===== config.mk =====
export PLATFORM = sky130hd
export DESIGN_NAME = verify_scheduler
export DESIGN_NICKNAME = d
export VERILOG_FILES = /design/src/rtl/verify_pkg.sv /design/src/rtl/rr_arbiter.sv /design/src/rtl/verify_scheduler.sv
export SDC_FILE = /design/constraint.sdc
export NUM_CORES = 1
export LEC_CHECK = 0
export CAP_MARGIN = 10
export CORE_MARGIN = 3
export CORE_UTILIZATION = 38
export DETAILED_ROUTE_END_ITERATION = 16
export PLACE_DENSITY_LB_ADDON = 0.05
export SLEW_MARGIN = 40
export SYNTH_ARGS = -nofsm -noshare
export SYNTH_HDL_FRONTEND = slang
export SYNTH_SLANG_ARGS = --single-unit

===== constraint.sdc =====
create_clock -name clock -period 2.9 [get_ports clock]
set_clock_uncertainty 0.05 [all_clocks]
set_input_delay 0.435 -clock clock [delete_from_list [all_inputs] [get_ports clock]]
set_output_delay 0.435 -clock clock [all_outputs]
set_load 0.02 [all_outputs]

===== src/rtl/verify_pkg.sv =====
// Shared definitions for the verification scheduler: FSM encoding, field widths, key tag.
package verify_pkg;

  typedef enum logic [1:0] {
    StIdle,
    StLoad,
    StHash,
    StResp
  } state_t;

  localparam int unsigned PUBKEY_W = 11;
  localparam int unsigned KEY_W = 8;
  localparam logic [2:0] KEY_TAG_DEFAULT = 3'b010;
  localparam logic [2:0] HASH_DONE_CNT = 3'b111;

  // Tag field of a public key; the low byte is the expected hash.
  function automatic logic [2:0] key_tag(input logic [PUBKEY_W-1:0] pk);
    return pk[PUBKEY_W-1:KEY_W];
  endfunction

endpackage


===== src/rtl/rr_arbiter.sv =====
// Combinational round-robin arbiter: grants the first set request at or after pointer.
module rr_arbiter #(
  parameter int unsigned NUM_REQ = 4,
  localparam int unsigned IDX_W = $clog2(NUM_REQ)
) (
  input  logic [NUM_REQ-1:0] req,
  input  logic [IDX_W-1:0]   pointer,
  output logic [NUM_REQ-1:0] grant,
  output logic [IDX_W-1:0]   grant_idx,
  output logic               any_req
);

  int unsigned idx;
  logic        found;

  // Scan from the pointer with wrap-around; the first hit wins.
  always_comb begin
    grant     = '0;
    grant_idx = '0;
    found     = 1'b0;
    idx       = 0;
    any_req   = |req;
    for (int unsigned k = 0; k < NUM_REQ; k++) begin
      idx = (int'(pointer) + k) % NUM_REQ;
      if (!found && req[idx]) begin
        found      = 1'b1;
        grant[idx] = 1'b1;
        grant_idx  = IDX_W'(idx);
      end
    end
  end

endmodule


===== src/rtl/verify_scheduler.sv =====
// Shares one pearson_hash8 between NUM_REQ requesters with round-robin arbitration.
// Optional hash abort counter is built when VERIFY_TIMEOUT_EN is defined.
module verify_scheduler
  import verify_pkg::*;
#(
  parameter int unsigned NUM_REQ = 4,
  parameter logic [2:0]  KEY_TAG = KEY_TAG_DEFAULT,
  parameter int unsigned TIMEOUT = 16,
  localparam int unsigned IDX_W = $clog2(NUM_REQ)
) (
  input  logic                      clock,
  input  logic                      reset,
  input  logic [NUM_REQ-1:0]        req,
  input  logic [NUM_REQ*PUBKEY_W-1:0] public_key_bus,
  input  logic [NUM_REQ*KEY_W-1:0]  input_key_bus,
  output logic [NUM_REQ-1:0]        done,
  output logic                      correct,
  output logic                      busy,
  output logic [IDX_W-1:0]          grant_id,
  output logic [KEY_W-1:0]          hash_message,
  output logic                      hash_reset_n,
`ifdef VERIFY_TIMEOUT_EN
  output logic                      timeout,
`endif
  input  logic [KEY_W-1:0]          hash_value,
  input  logic [2:0]                hash_counter
);

  state_t             state;
  logic [IDX_W-1:0]   rr_ptr;
  logic [KEY_W-1:0]   expect_q;
  logic [NUM_REQ-1:0] arb_grant;
  logic [IDX_W-1:0]   arb_idx;
  logic               any_req;
  logic [PUBKEY_W-1:0] pub_sel;
  logic [KEY_W-1:0]   key_sel;
  logic [NUM_REQ-1:0] grant_onehot;
  logic [IDX_W-1:0]   next_ptr;

  rr_arbiter #(
    .NUM_REQ(NUM_REQ)
  ) u_arb (
    .req      (req),
    .pointer  (rr_ptr),
    .grant    (arb_grant),
    .grant_idx(arb_idx),
    .any_req  (any_req)
  );

  // Pick the winning requester's key fields off the buses.
  always_comb begin
    pub_sel = '0;
    key_sel = '0;
    for (int i = 0; i < NUM_REQ; i++) begin
      if (arb_idx == IDX_W'(i)) begin
        pub_sel = public_key_bus[i*PUBKEY_W +: PUBKEY_W];
        key_sel = input_key_bus[i*KEY_W +: KEY_W];
      end
    end
  end

  // Done strobe and pointer advance for the requester currently being served.
  always_comb begin
    grant_onehot = {{(NUM_REQ-1){1'b0}}, 1'b1} << grant_id;
    next_ptr     = (grant_id == IDX_W'(NUM_REQ-1)) ? '0 : grant_id + 1'b1;
  end

`ifdef VERIFY_TIMEOUT_EN
  localparam int unsigned TMO_W = $clog2(TIMEOUT + 1);
  logic [TMO_W-1:0] tmo_cnt;
`else
  // TIMEOUT only matters when the abort counter is built.
  logic unused_timeout;
  assign unused_timeout = ^TIMEOUT;
`endif

  // Sequencer: grant, restart the hash, wait for completion, strobe the result.
  always_ff @(posedge clock) begin
    if (reset) begin
      state        <= StIdle;
      done         <= '0;
      correct      <= 1'b0;
      busy         <= 1'b0;
      grant_id     <= '0;
      rr_ptr       <= '0;
      hash_reset_n <= 1'b0;
      hash_message <= '0;
      expect_q     <= '0;
`ifdef VERIFY_TIMEOUT_EN
      timeout      <= 1'b0;
      tmo_cnt      <= '0;
`endif
    end else begin
      done <= '0;
`ifdef VERIFY_TIMEOUT_EN
      timeout <= 1'b0;
`endif
      unique case (state)
        StIdle: begin
          hash_reset_n <= 1'b0;
          if (any_req) begin
            grant_id     <= arb_idx;
            expect_q     <= pub_sel[KEY_W-1:0];
            hash_message <= key_sel;
            busy         <= 1'b1;
            if (key_tag(pub_sel) != KEY_TAG) begin
              // Unverifiable key: answer immediately without touching the hash.
              correct <= 1'b0;
              done    <= arb_grant;
              state   <= StResp;
            end else begin
              state <= StLoad;
            end
          end
        end
        StLoad: begin
          hash_reset_n <= 1'b1;
          state        <= StHash;
`ifdef VERIFY_TIMEOUT_EN
          tmo_cnt      <= '0;
`endif
        end
        StHash: begin
          if (hash_counter == HASH_DONE_CNT) begin
            correct <= (hash_value == expect_q);
            done    <= grant_onehot;
            state   <= StResp;
`ifdef VERIFY_TIMEOUT_EN
          end else if (tmo_cnt == TMO_W'(TIMEOUT - 1)) begin
            correct <= 1'b0;
            done    <= grant_onehot;
            timeout <= 1'b1;
            state   <= StResp;
          end else begin
            tmo_cnt <= tmo_cnt + 1'b1;
`endif
          end
        end
        StResp: begin
          hash_reset_n <= 1'b0;
          busy         <= 1'b0;
          rr_ptr       <= next_ptr;
          state        <= StIdle;
        end
        default: state <= StIdle;
      endcase
    end
  end

endmodule


== After elaboration in Yosys (flattened, before gate mapping) ==
Cells that the tools add are included.

* Register bits after elaboration: 29
* Latch bits: 0
* Memory bits (writable): 0
* Bits in read-only memories: 0
* Input port bits: 93
* Output and inout bits: 17
* Word-level logic and storage cells: 110
* Memories: 0

* $add $sub $neg: 4
* $mul: 0
* Div/mod/pow operators: 0
* Order comparisons: 8
* Equal/unequal tests: 13
* Shift-type cells: 1
* Multiplexer cells: 51
* Bitwise operators: 3
* Reductions and logical operators: 21

{| class="wikitable"
|+ Operators by type and width
! operator !! count
|-
| 11-bit two-way mux || 4
|-
| 8-bit two-way mux || 4
|-
| 4-bit two-way mux || 7
|-
| 2-bit two-way mux || 8
|-
| 1-bit two-way mux || 15
|-
| 2-bit by 3-bit < comparator with 1-bit output (second input constant) || 4
|-
| 4-bit OR || 3
|-
| 2-bit equality test (second input constant) || 5
|-
| 1-bit binary-select mux with 2-bit select || 4
|-
| 1-bit demux with 2-bit select || 4
|-
| 8-bit equality test || 1
|-
| 2-bit by 1-bit >= comparator with 1-bit output (second input constant) || 4
|-
| 2-bit case mux with 4 select lines || 1
|-
| 4-bit case mux with 2 select lines || 1
|-
| 1-bit logical AND || 7
|-
| 2-bit != test (second input constant) || 3
|-
| 1-bit case mux with 2 select lines || 3
|-
| 2-bit AND reduction || 3
|-
| 2-bit nonzero test || 3
|-
| 2-bit by 1-bit adder with 2-bit output (second input constant) || 2
|-
| 2-bit adder (second input constant) || 2
|-
| 2-bit by 1-bit equality test with 1-bit output (second input constant) || 2
|-
| 2-bit zero test || 2
|-
| 4-bit AND reduction || 1
|-
| 6 further kinds || 8
|}

== Longest topological paths before layout ==
* Depth in word-level cells: 21
* Mapped depth: 13
* Mapped depth without buffers: 10

== By module ==
A second synthesis with hierarchy kept.

* Cell total of the unflattened synthesis: 223
* Area, all modules: 2122.0 µm²

{| class="wikitable"
|+ Modules (own cells, without submodules)
! module !! instances !! cells an instance !! area each (µm²) !! sequential area each (µm²)
|-
| verify_scheduler || 1 || 174 || 1710.4 || 580.6
|-
| rr_arbiter || 1 || 49 || 411.6 || 0.0
|}

== Least setup slack after synthesis ==
Ideal clock, no wire load.

* Path kind: register -> register
* From: reg rr_ptr[0]
* To: reg done[0]
* Library setup time: 0.069 ns
* Data arrival time: 2.987 ns
* Data required time: 2.781 ns
* Path slack: -0.206 ns
* Cell stages (with the launch flop): 12
* Buffers on the path: 1
* Clock period less this slack: 3.106 ns
* Cells stage by stage: dfxtp_1 -> buf_6 -> inv_1 -> ha_1 -> mux4_2 -> inv_2 -> a21oi_2 -> o21ai_4 -> mux2_4 -> and3_1 -> or4_4 -> o21ai_1

* Cells in the longest elaborated chain, start to end: 21
* Elaborated cells on any way between the ends: 63
* Classes of those cells: add/sub: 3; order compare: 8; eq/ne: 4; mux: 34; bitwise: 3; reduce/logical: 11

{| class="wikitable"
|+ Ends and longest elaborated chain
! what !! line !! source
|-
| from (decl) || verify_scheduler.sv:30 || <nowiki>logic [IDX_W-1:0] rr_ptr;</nowiki>
|-
| from (signal assigned) || verify_scheduler.sv:142 || <nowiki>rr_ptr <= next_ptr;</nowiki>
|-
| parallel branches: the longest is 18 deep, another holds 2-bit by 1-bit adder with 2-bit output || - ||
|-
| 4-bit two-way mux * || verify_scheduler.sv:106 || <nowiki>if (key_tag(pub_sel) != KEY_TAG) begin</nowiki>
|-
| 4-bit two-way mux * || verify_scheduler.sv:101 || <nowiki>if (any_req) begin</nowiki>
|-
| 4-bit case mux with 2 select lines * || verify_scheduler.sv:98 || <nowiki>unique case (state)</nowiki>
|-
| to (signal assigned) || verify_scheduler.sv:109 || <nowiki>done <= arb_grant;</nowiki>
|-
| to (signal assigned) || verify_scheduler.sv:126 || <nowiki>done <= grant_onehot;</nowiki>
|-
| to (decl) || verify_scheduler.sv:16 || <nowiki>output logic [NUM_REQ-1:0] done,</nowiki>
|}

Mark *: on every way between the ends. The select of a mux whose other input is x is not followed.
A chain may end at the register's enable or synchronous reset.

== Worst setup path after layout ==
* From: reg rr_ptr[0]
* To: reg done[1]

The elaborated chain is that of the path after synthesis.

==> flow_summary_export.csv <==
group,metric,value,unit
outcome,status,"finished clean",
drt,wl_met2,3490,um
cts,htreeDepth,2,
timing,hold_violations,0,
grt,grt_usage,19.3,%
critical_path,slowest_stage,"or4_4",
cts,root_buffer,"clkbuf_8",
synthesis,syn_area,2320,um^2
finish,nets,516,
die,core-area,5710,um^2
die,die_area,7080,um^2
finish,drive_gt1_share,18.9,%
drt,vias,2472,
synthesis,synth_top_area_share,25.0,%
die,fp.dieW,84.1,um
pwr,p_per_area,725,nW/um^2
timing,post-route-period-util,96.3,%
placed_design,dp_slack,-0.342,ns
drt,drt_iter0_markers,73,
drt,drt_drc_violations_left,0,
grt,grt_pass1_wl,11200,um
timing,fmax,358,MHz
die,pin_count,110,
die,num_rows,27,
critical_path,critPathKind,"flip-flop to flip-flop",
cts,cts_hold_buf,0,
drt,routed_wl,6730,um
synthesis,synth_warnings,0,
run,maxCapViolCount,0,
critical_path,critPathCaptureType,"flip-flop",
cts,cts_tree,"yes",
grt,grt_max_degree,22,
drt,routedWlPerCell,14.0,um
synthesis,synthesis.nets,381,
synthesis,synth_edf_count,0,
critical_path,critPathArrivalTime,2.96,ns
placed_design,portBuffers,109,
synthesis,async_flop_share,0,%
synthesis,synth_top_area_cell,"dfxtp_1",
drt,ant_nets,0,
drt,routed_via_density,5.15,
cts,clk_transition_reported_paths,0.06,ns
synthesis,synthFlopType,"dfxtp_1",
finish,area_growth_syn_to_layout,66.3,%
drt,wl_met1,2590,um
pwr,p_leak,0.00154,uW
die,start_util,40.6,%
synthesis,synth_cell_types,45,
synthesis,yosysSeqAreaShare,25.0,%
timing,setup_viol,0,
cts,clk_latency,0.28,ns
finish,n_antenna_cell,0,
pwr,p_int,1690,uW
die,die_h,84.1,um
timing,maxSlewViolCount,0,
critical_path,required,3.06,ns
pwr,pwr-share-seq,22.8,%
synthesis,netlist_instances,273,
critical_path,crit_fanout,6,
timing,rsz0062_at_grt,"false",
critical_path,path_cells,"clkinvlp_4, ha_4, mux4_2, o21bai_1, nand3_2, o21ai_4, mux2_4, and3_4, or4_4, o21ai_2",
pwr,power.net_switching,1110,uW
timing,slew_headroom,67.5,%
synthesis,synth_most_common_cell,"nand2_1",
cts,numCtsBuffers,5,
grt,antenna_found_initial,0,
cts,clockBufferDepth,2,
pwr,swShare,39.5,%
pwr,combPwrFrac,63.0,%
placed_design,dp_cells,469,
finish,stdcell_count,480,
critical_path,crit_path_start_kind,"flip-flop",
grt,overflow,0,
synthesis,synthTopCellsByArea,"dfxtp_1 (25%), mux2i_1 (11%), mux2_2 (8.3%)",
finish,fin_util,67.6,%
drt,top_layer,"met4",
drt,wl_met3,504,um
synthesis,ys_seq_elements,29,
critical_path,critPathMaxStageDelay,0.51,ns
drt,drtPass1Iterations,4,
placed_design,gp_congestion,0.786,
timing,worst_pin_slew,0.487,ns
worst_hold_path,hold_class,"flip-flop to flip-flop",
pwr,clock_power_share,14.2,%
cts,cts.sinks,29,
placed_design,dp_hpwl,5510,um
grt,grt_pass1_vias,2560,
timing,timing.final.crit_period,2.79,ns
timing,setup_slack,0.107,ns
pwr,total_power,2800,uW
pwr,ir_worst_vdd,0.000492,V
critical_path,setup.reg_to_reg.worst_slack,0.11,ns
synthesis,synthTopCellsByCount,"nand2_1 (40), dfxtp_1 (29), mux2i_1 (26)",
synthesis,synth_area_per_cell,8.50,um^2
[power groups by stage]
stage / combinational [uW] / sequential, uW / clock (uW)
after floorplan: 1000 / 728 / 0
after global placement: 1700 / 645 / 0
after detailed placement: 1720 / 648 / 0
after CTS: 1760 / 640 / 405
after global routing: 1940 / 657 / 427
final: 1760 / 638 / 398
[sequential cells by signal, indices dropped and copies added, names as in the netlist]
| name | cells |
|---|---|
| expect_q | 8 |
| hash_message | 8 |
| done | 4 |
| grant_id | 2 |
| rr_ptr | 2 |
| state | 2 |
| busy | 1 |
| correct | 1 |
| hash_reset_n | 1 |
[cell usage in the layout, fill, tap and decap left out, types with 2 or more instances in the layout]
master,instances
clkdlybuf4s50_1,105
nand2_1,40
buf_4,31
dfxtp_1,27
mux2i_1,25
a21oi_1,20
nor2_1,18
mux2_2,17
o211ai_1,17
ha_1,14
inv_1,8
xnor2_1,7
and2_1,5
clkbuf_8,5
mux4_2,4
nand3_1,4
o21ai_1,4
a31oi_1,4
a221oi_1,4
dlymetal6s2s_1,3
nand2b_1,2
o21bai_1,2
nor3b_1,2
nand4_1,2
nor3_1,2
a211oi_1,2
o21ai_0,2
buf_6,2
dfxtp_2,2
[metal layers]
layer	vias to the layer above	GRT usage, %
met4	0	7.75
met3	20	6.58
met5	-	0
met2	88	35.4
met1	1111	20.1
li1	1253	-
[worst max-delay path: cells and delay by family, from the launching register on]
kind	cells	cell delay [ns]
simple gates	3	0.79
mux	2	0.66
compound gates	3	0.44
flops	1	0.36
fa+ha+maj	1	0.31
buf+inv	1	0.11
[worst paths after layout]
kind | from | endpoint | depth (start not counted)
worst min-delay path | hash_message[4] | hash_message[4] | 2
worst max-delay path | rr_ptr[0] | done[1] | 10
worst min register to register | hash_message[4] | hash_message[4] | 2
worst max register to register | rr_ptr[0] | done[1] | 10
[layout make-up]
type,count,area [um^2]
Fill cell,504,1850
Clock inverter,2,35.0
Inverter,10,41.3
Multi-Input combinational cell,219,1670
Sequential cell,29,583
Timing Repair Buffer,143,1370
Tap cell,72,90.1
Clock buffer,5,68.8
[per-stage QoR]
step | hold slack [ns] | TNS (ns) | area [um^2]
final | 0.406 | 0 | 3860
after global placement | 0.391 | -2.90 | 3700
after global routing | 0.432 | 0 | 3860
after detailed placement | 0.400 | -4.08 | 3700
after floorplan | 0.398 | -0.779 | 2350
after CTS | 0.409 | 0 | 3830
[repair_timing]
item / 4_1_cts / 5_1_grt
setup endpoints to repair: 4 / 14
pin swaps: 1 / 2
setup buffers: 3 / 1
cloned: 0 / 0
resized for setup: 2 / 8
[kinds of logic (layout without fill, tap and decap cells)]
kind of cell | count (synthesis) | count (layout) | share of synthesized area [%]
buf+inv | 25 | 160 | 4.58
mux | 48 | 48 | 24.0
flops | 29 | 29 | 25.0
simple gates | 82 | 82 | 16.1
compound gates | 66 | 66 | 19.2
xor+xnor | 8 | 8 | 3.02
fa+ha+maj | 15 | 15 | 8.09
(Power assumes the default switching activity.)
